## src/rtl/night_pkg.sv

```systemverilog
// Shared types, light codes and the phase-group direction mask for the night-mode controller.
package night_pkg;

   typedef enum logic [1:0] {
      GREEN  = 2'd0,
      CLEAR  = 2'd1,
      ALLRED = 2'd2,
      FLASH  = 2'd3
   } state_t;

   localparam logic [1:0] LT_RED = 2'b00;
   localparam logic [1:0] LT_YEL = 2'b01;
   localparam logic [1:0] LT_GRN = 2'b11;

   localparam int MAX_DIRS = 32;

   // Bit d is set when direction d belongs to the group: even directions are A, odd are B.
   function automatic logic [MAX_DIRS-1:0] phase_mask(input int num_dirs, input logic ph);
      logic [MAX_DIRS-1:0] m;
      m = {MAX_DIRS{1'b0}};
      for (int d = 0; d < MAX_DIRS; d++) begin
         if ((d < num_dirs) && (d[0] == ph)) begin
            m[d] = 1'b1;
         end else begin
            m[d] = 1'b0;
         end
      end
      return m;
   endfunction

endpackage

```

## src/rtl/dwell_timer.sv

```systemverilog
// Up-counter with synchronous clear and a terminal-count compare against a supplied value.
module dwell_timer #(
   parameter int WIDTH = 4
) (
   input  logic             clk,
   input  logic             rst,
   input  logic             clr_i,
   input  logic [WIDTH-1:0] term_i,
   output logic [WIDTH-1:0] cnt_o,
   output logic             tc_o
);

   logic [WIDTH-1:0] cnt_q;

   // Dwell count: cleared on reset or on request, otherwise counts up.
   always_ff @(posedge clk) begin
      if (rst) begin
         cnt_q <= {WIDTH{1'b0}};
      end else if (clr_i) begin
         cnt_q <= {WIDTH{1'b0}};
      end else begin
         cnt_q <= cnt_q + WIDTH'(1);
      end
   end

   assign cnt_o = cnt_q;
   assign tc_o  = (cnt_q == term_i);

endmodule

```

## src/rtl/night_phase_ctrl.sv

```systemverilog
// Night-mode two-group signal controller: demand-actuated greens with yellow and all-red
// clearance between every switch, plus a blinking-yellow flash override.
module night_phase_ctrl
   import night_pkg::*;
#(
   parameter int NUM_DIRS    = 4,
   parameter int MIN_GREEN   = 4,
   parameter int MAX_GREEN   = 12,
   parameter int CLEAR_CYC   = 2,
   parameter int ALL_RED_CYC = 1,
   parameter int FLASH_HALF  = 3
) (
   input  logic                  clk,
   input  logic                  rst,
   input  logic                  demandA,
   input  logic                  demandB,
   input  logic                  flash,
   output logic [2*NUM_DIRS-1:0] laneOutput,
   output logic                  phase,
   output logic                  busy
);

   localparam int CMAX_A = (MAX_GREEN > CLEAR_CYC) ? MAX_GREEN : CLEAR_CYC;
   localparam int CMAX_B = (ALL_RED_CYC > FLASH_HALF) ? ALL_RED_CYC : FLASH_HALF;
   localparam int CMAX   = (CMAX_A > CMAX_B) ? CMAX_A : CMAX_B;
   localparam int CW     = $clog2(CMAX + 1);

   localparam logic [CW-1:0] T_MIN    = CW'(MIN_GREEN - 1);
   localparam logic [CW-1:0] T_GREEN  = CW'(MAX_GREEN - 1);
   localparam logic [CW-1:0] T_CLEAR  = CW'(CLEAR_CYC - 1);
   localparam logic [CW-1:0] T_ALLRED = CW'(ALL_RED_CYC - 1);
   localparam logic [CW-1:0] T_FLASH  = CW'(FLASH_HALF - 1);

   // Light pattern for a given state, right-of-way group and flash phase.
   function automatic logic [2*NUM_DIRS-1:0] decode_lanes(input state_t st, input logic ph,
                                                          input logic fb);
      logic [NUM_DIRS-1:0]   mask;
      logic [2*NUM_DIRS-1:0] lanes;
      mask  = NUM_DIRS'(phase_mask(NUM_DIRS, ph));
      lanes = {(2*NUM_DIRS){1'b0}};
      for (int d = 0; d < NUM_DIRS; d++) begin
         case (st)
            GREEN:   lanes[2*d +: 2] = mask[d] ? LT_GRN : LT_RED;
            CLEAR:   lanes[2*d +: 2] = mask[d] ? LT_YEL : LT_RED;
            ALLRED:  lanes[2*d +: 2] = LT_RED;
            FLASH:   lanes[2*d +: 2] = fb ? LT_YEL : LT_RED;
            default: lanes[2*d +: 2] = LT_RED;
         endcase
      end
      return lanes;
   endfunction

   state_t                state_q, state_d;
   logic                  phase_q, phase_d;
   logic                  fbit_q, fbit_d;
   logic [2*NUM_DIRS-1:0] lane_q, lane_d;
   logic                  busy_q, busy_d;

   logic [CW-1:0] cnt_s;
   logic [CW-1:0] term_s;
   logic          tc_s;
   logic          clr_s;
   logic          opp_s;

   assign opp_s = phase_q ? demandA : demandB;

   // Terminal count for the dwell of the current state.
   always_comb begin
      term_s = T_GREEN;
      case (state_q)
         GREEN:   term_s = T_GREEN;
         CLEAR:   term_s = T_CLEAR;
         ALLRED:  term_s = T_ALLRED;
         FLASH:   term_s = T_FLASH;
         default: term_s = T_GREEN;
      endcase
   end

   // Next-state logic; flash overrides every state without clearance.
   always_comb begin
      state_d = state_q;
      phase_d = phase_q;
      fbit_d  = fbit_q;
      if (flash && (state_q != FLASH)) begin
         state_d = FLASH;
         fbit_d  = 1'b1;
      end else begin
         case (state_q)
            GREEN: begin
               if (((cnt_s >= T_MIN) && opp_s) || tc_s) begin
                  state_d = CLEAR;
               end else begin
                  state_d = GREEN;
               end
            end
            CLEAR: begin
               if (tc_s) begin
                  state_d = ALLRED;
                  phase_d = ~phase_q;
               end else begin
                  state_d = CLEAR;
               end
            end
            ALLRED: begin
               if (tc_s) begin
                  state_d = GREEN;
               end else begin
                  state_d = ALLRED;
               end
            end
            FLASH: begin
               // Leaving flash always hands right-of-way to group B after an all-red.
               if (!flash) begin
                  state_d = ALLRED;
                  phase_d = 1'b1;
               end else if (tc_s) begin
                  fbit_d = ~fbit_q;
               end else begin
                  fbit_d = fbit_q;
               end
            end
            default: begin
               state_d = GREEN;
            end
         endcase
      end
   end

   assign clr_s  = (state_d != state_q) || tc_s;
   assign lane_d = decode_lanes(state_d, phase_d, fbit_d);
   assign busy_d = (state_d == CLEAR) || (state_d == ALLRED);

   dwell_timer #(
      .WIDTH (CW)
   ) u_dwell (
      .clk    (clk),
      .rst    (rst),
      .clr_i  (clr_s),
      .term_i (term_s),
      .cnt_o  (cnt_s),
      .tc_o   (tc_s)
   );

   // State, phase, flash bit and registered outputs.
   always_ff @(posedge clk) begin
      if (rst) begin
         state_q <= GREEN;
         phase_q <= 1'b1;
         fbit_q  <= 1'b1;
         lane_q  <= decode_lanes(GREEN, 1'b1, 1'b1);
         busy_q  <= 1'b0;
      end else begin
         state_q <= state_d;
         phase_q <= phase_d;
         fbit_q  <= fbit_d;
         lane_q  <= lane_d;
         busy_q  <= busy_d;
      end
   end

   assign laneOutput = lane_q;
   assign phase      = phase_q;
   assign busy       = busy_q;

endmodule
```

## config.mk

```make
export PLATFORM = sky130hd
export DESIGN_NAME = night_phase_ctrl
export DESIGN_NICKNAME = d
export VERILOG_FILES = /design/src/rtl/night_pkg.sv /design/src/rtl/dwell_timer.sv /design/src/rtl/night_phase_ctrl.sv
export SDC_FILE = /design/constraint.sdc
export NUM_CORES = 1
export LEC_CHECK = 0
export BUFFER_PORTS_ARGS = -buffer_cell sky130_fd_sc_hd__buf_2
export CAP_MARGIN = 0
export CORE_MARGIN = 2
export CORE_UTILIZATION = 25
export DETAILED_ROUTE_END_ITERATION = 12
export PLACE_DENSITY_LB_ADDON = 0.1
export SKIP_CTS_REPAIR_TIMING = 1
export SYNTH_ARGS = -nofsm -noshare
export SYNTH_HDL_FRONTEND = slang
export SYNTH_HIERARCHICAL = 1
export SYNTH_SLANG_ARGS = --single-unit
```

## constraint.sdc

```tcl
create_clock -name clk -period 5.86 [get_ports clk]
set_clock_uncertainty 0.15 [all_clocks]
set_input_delay 0.293 -clock clk [delete_from_list [all_inputs] [get_ports clk]]
set_output_delay 0.293 -clock clk [all_outputs]
set_load 0.1 [all_outputs]
```

==> impl_results.md <==
- DRT antenna net count: 0
- Share of the synthesized area in the top cell type: approximately 34%
- Wire length of the first global-routing pass: 2450 um
- Hold Path Class: primary input to flop
- Syn Std Cell Area: around 770 um^2
- CTS Root Cell: clkbuf_4
- RSZ-0062 raised after global routing: no
- Die Y: 59.5 um
- Clock latency on the worst-skew pair: between 0.2 and 0.3 ns
- DIE WIDTH: ~59 um
- Hold path endpoint: busy
- H-tree Lvls: 1
- Synth Area in Simple Gates: between 15 and 20%
- WS Path Type: flop to flop
- Slew Limit Fails: 0
- Yosys reg bits: 13
- Nets: between 100 and 150
- Post-Syn Instances: 84
- Layout area overhead: 13.2%
- Max Cap Viol: 0
- Gpl congestion: 0.698
- Post-DR wirelength/cell: ~11 um
- Clock power frac: about a quarter
- Post-DP Area: roughly 840 um^2
- Drt total wl: about 1400 um
- Grt ovf: 0
- GRT Resource Usage Total: under 10%
- Largest family of logic cells by synthesized area: compound AO/OA/AOI/OAI gates
- Setup Viol. Count Final: 0
- TritonCTS Buffers: 3
- Most frequent cells in the layout: 14 x buf_2, 13 x dfxtp_1, 8 x inv_1
- Setup crit start: state_q[0]
- Yosys cell types: 36
- Pwr/cell area: roughly 280 mW/mm^2
- Clk sinks: 13
- Ports: 15
- Status: completed
- Psw: between 0.1 and 0.15 mW
- Post-route DRC: 0
- CTS max path bufs: 2
- # fillers: 329
- Critical R2R Launch: state_q[0]
- Antenna cells: 0
- Final period util: between 50% and 60%
- Min-delay src: rst
- Hold Vio Cnt, Final: 0
- FFs w/ async S/R, synth: 0%
- Register-to-register setup slack: roughly 2.7 ns
- Port Buffers: 14
- Total power: about 0.24 mW
- Drt pass-1 iters: 3
- Final instance area: about 870 um^2
- Multi-input gate area in the final layout: 432 um^2
- Via count: about 600
- Top Layer Used: met4
- Rows: 20
- Period minus WS final: between 3 and 4 ns
- Final HPWL DP: approximately 1100 um
- Sequential share of the synthesized area: around a third
- Post-synthesis adder-cell area fraction: about 11%
- FF+latch area: around 260 um^2
- Switching share of power: roughly two fifths
- Core Box Area: about 0.003 mm^2
- Reg power frac: approximately two fifths
- Reg2Reg Depth: 11
- Compound-Gate Fraction of Synth Area: between 10% and 20%
- Vias in the first global route: 560
- CP max FO: 10
- YS warnings: 6
- VDD IR max: around 160 uV
- Initial antenna violation count: 0
- R2r endpoint: u_dwell/cnt_o[3]
- Post-DR vias/cell: around 4.6
- CTS tree: built
- Initial Util: between 20% and 30%
- Post-synthesis mux area share: under 10%
- Comb pwr share: 35.9%
- Setup TNS: 0 ns
- WL met3: about 65 um
- Initial DRC count: 17
- CP required: 5.88 ns
- Worst-path clk slew: 0.08 ns
- Largest net degree at the start of global routing: 14
- M1 WL: roughly 700 um
- Top FF cell, synth: dfxtp_1
- XOR/XNOR share of the synthesized area: 5.69%
- Avg Synthesized Cell Area: 9.16 um^2
- Crit path DAT: about 3.2 ns
- Cell accounting for the most synthesized area: dfxtp_1
- Synthesized net count: 96
- FMAX: ~0.32 GHz
- Post-synth EDFFs: 0
- Hold depth: 2
- CP Capture Type: flop
- Proportion of layout cells with a drive suffix above 1: about a quarter
- Critical path startpoint category: flop
- Most common library cell in the layout ignoring fill and taps: buf_2
- Int Power: ~0.14 mW
- Die area: between 0.003 and 0.004 mm^2
- Met2 wire len: about 670 um
- Largest cells by area after synthesis: dfxtp_1 34%, ha_1 11%, xor2_1 4.6%
- Leak: a little under 0.4 nW
==> worst max-delay path: stages (launching register included) <==
cell and delay, ns:
dfxtp_1 0.43, inv_1 0.09, ha_1 0.28, or2_2 0.30, xor2_1 0.14, nor4_1 0.26, buf_4 0.21, nor3b_1 0.09
a211oi_4 0.26, mux2i_1 0.45, nor3b_1 0.10, mux2_1 0.29
==> power by group through the flow <==
stage / sequential [mW] / clock [mW] / combinational [mW]
after floorplan: 0.126 / 0 / 0.0517
after global placement: 0.101 / 0 / 0.0879
after detailed placement: 0.101 / 0 / 0.0875
after CTS: 0.0987 / 0.0607 / 0.0877
after global routing: 0.0997 / 0.0650 / 0.0931
final: 0.0985 / 0.0562 / 0.0868
==> cells by family after synthesis <==
logic type,count (synthesis)
AOI/OAI and AO/OA,16
xor gates and xnor gates,5
adders and majority gates,7
buffers and inverters,16
DFF,13
muxes,3
other,1
and+or+nand+nor,23
==> layout make-up <==
cell class | instances | share of cell area (%)
clock buffer | 4 | 3.02
inverter | 9 | 3.88
multi-input combinational | 55 | 49.6
sequential | 13 | 29.9
tap | 33 | 4.74
timing repair buffer | 15 | 8.91
==> cells in the mapped netlist (2+ instances only) <==
library cell / n
nor2_1: 5
inv_1: 8
nor3b_1: 4
dfxtp_1: 13
a21oi_1: 2
nor3_1: 6
buf_2: 2
o21ai_1: 3
ha_1: 7
buf_4: 4
xor2_1: 4
mux2i_1: 2
==> stage by stage <==
stage / instances / worst slack [ns] / util, % / hold slack [ns]
after floorplan: 84 / 2.97 / - / 0.214
after global placement: 125 / 2.73 / 28.4 / 0.428
after detailed placement: 125 / 2.68 / 28.4 / 0.437
after CTS: 129 / 2.67 / 29.2 / 0.180
after global routing: 129 / 2.44 / 29.2 / 0.191
final: 129 / 2.71 / 29.2 / 0.183
==> worst max path at each step <==
stage | depth (start not counted) | endpoint | slack [ns]
final | 11 | u_dwell/cnt_o[3] | 2.71
after CTS | 11 | u_dwell/cnt_o[3] | 2.67
after detailed placement | 11 | u_dwell/cnt_o[3] | 2.68
after global routing | 11 | u_dwell/cnt_o[3] | 2.44
after floorplan | 11 | u_dwell/cnt_o[3] | 2.97
after global placement | 11 | u_dwell/cnt_o[3] | 2.73
==> per-layer routing <==
| metal | vias to the layer above | global-route usage, % |
|---|---|---|
| met5 | - | 0 |
| met4 | 0 | 1.95 |
| met3 | 2 | 4.80 |
| met2 | 10 | 16.0 |
| met1 | 277 | 10.6 |
| li1 | 310 | - |
==> registers in the layout, indices dropped and copies added, names as in the netlist <==
name and count:
fbit_q 1, laneOutput 4, busy 1, phase 1, state_q 2, u_dwell/cnt_o 4
No activity file was read; power rests on OpenSTA's default activity.
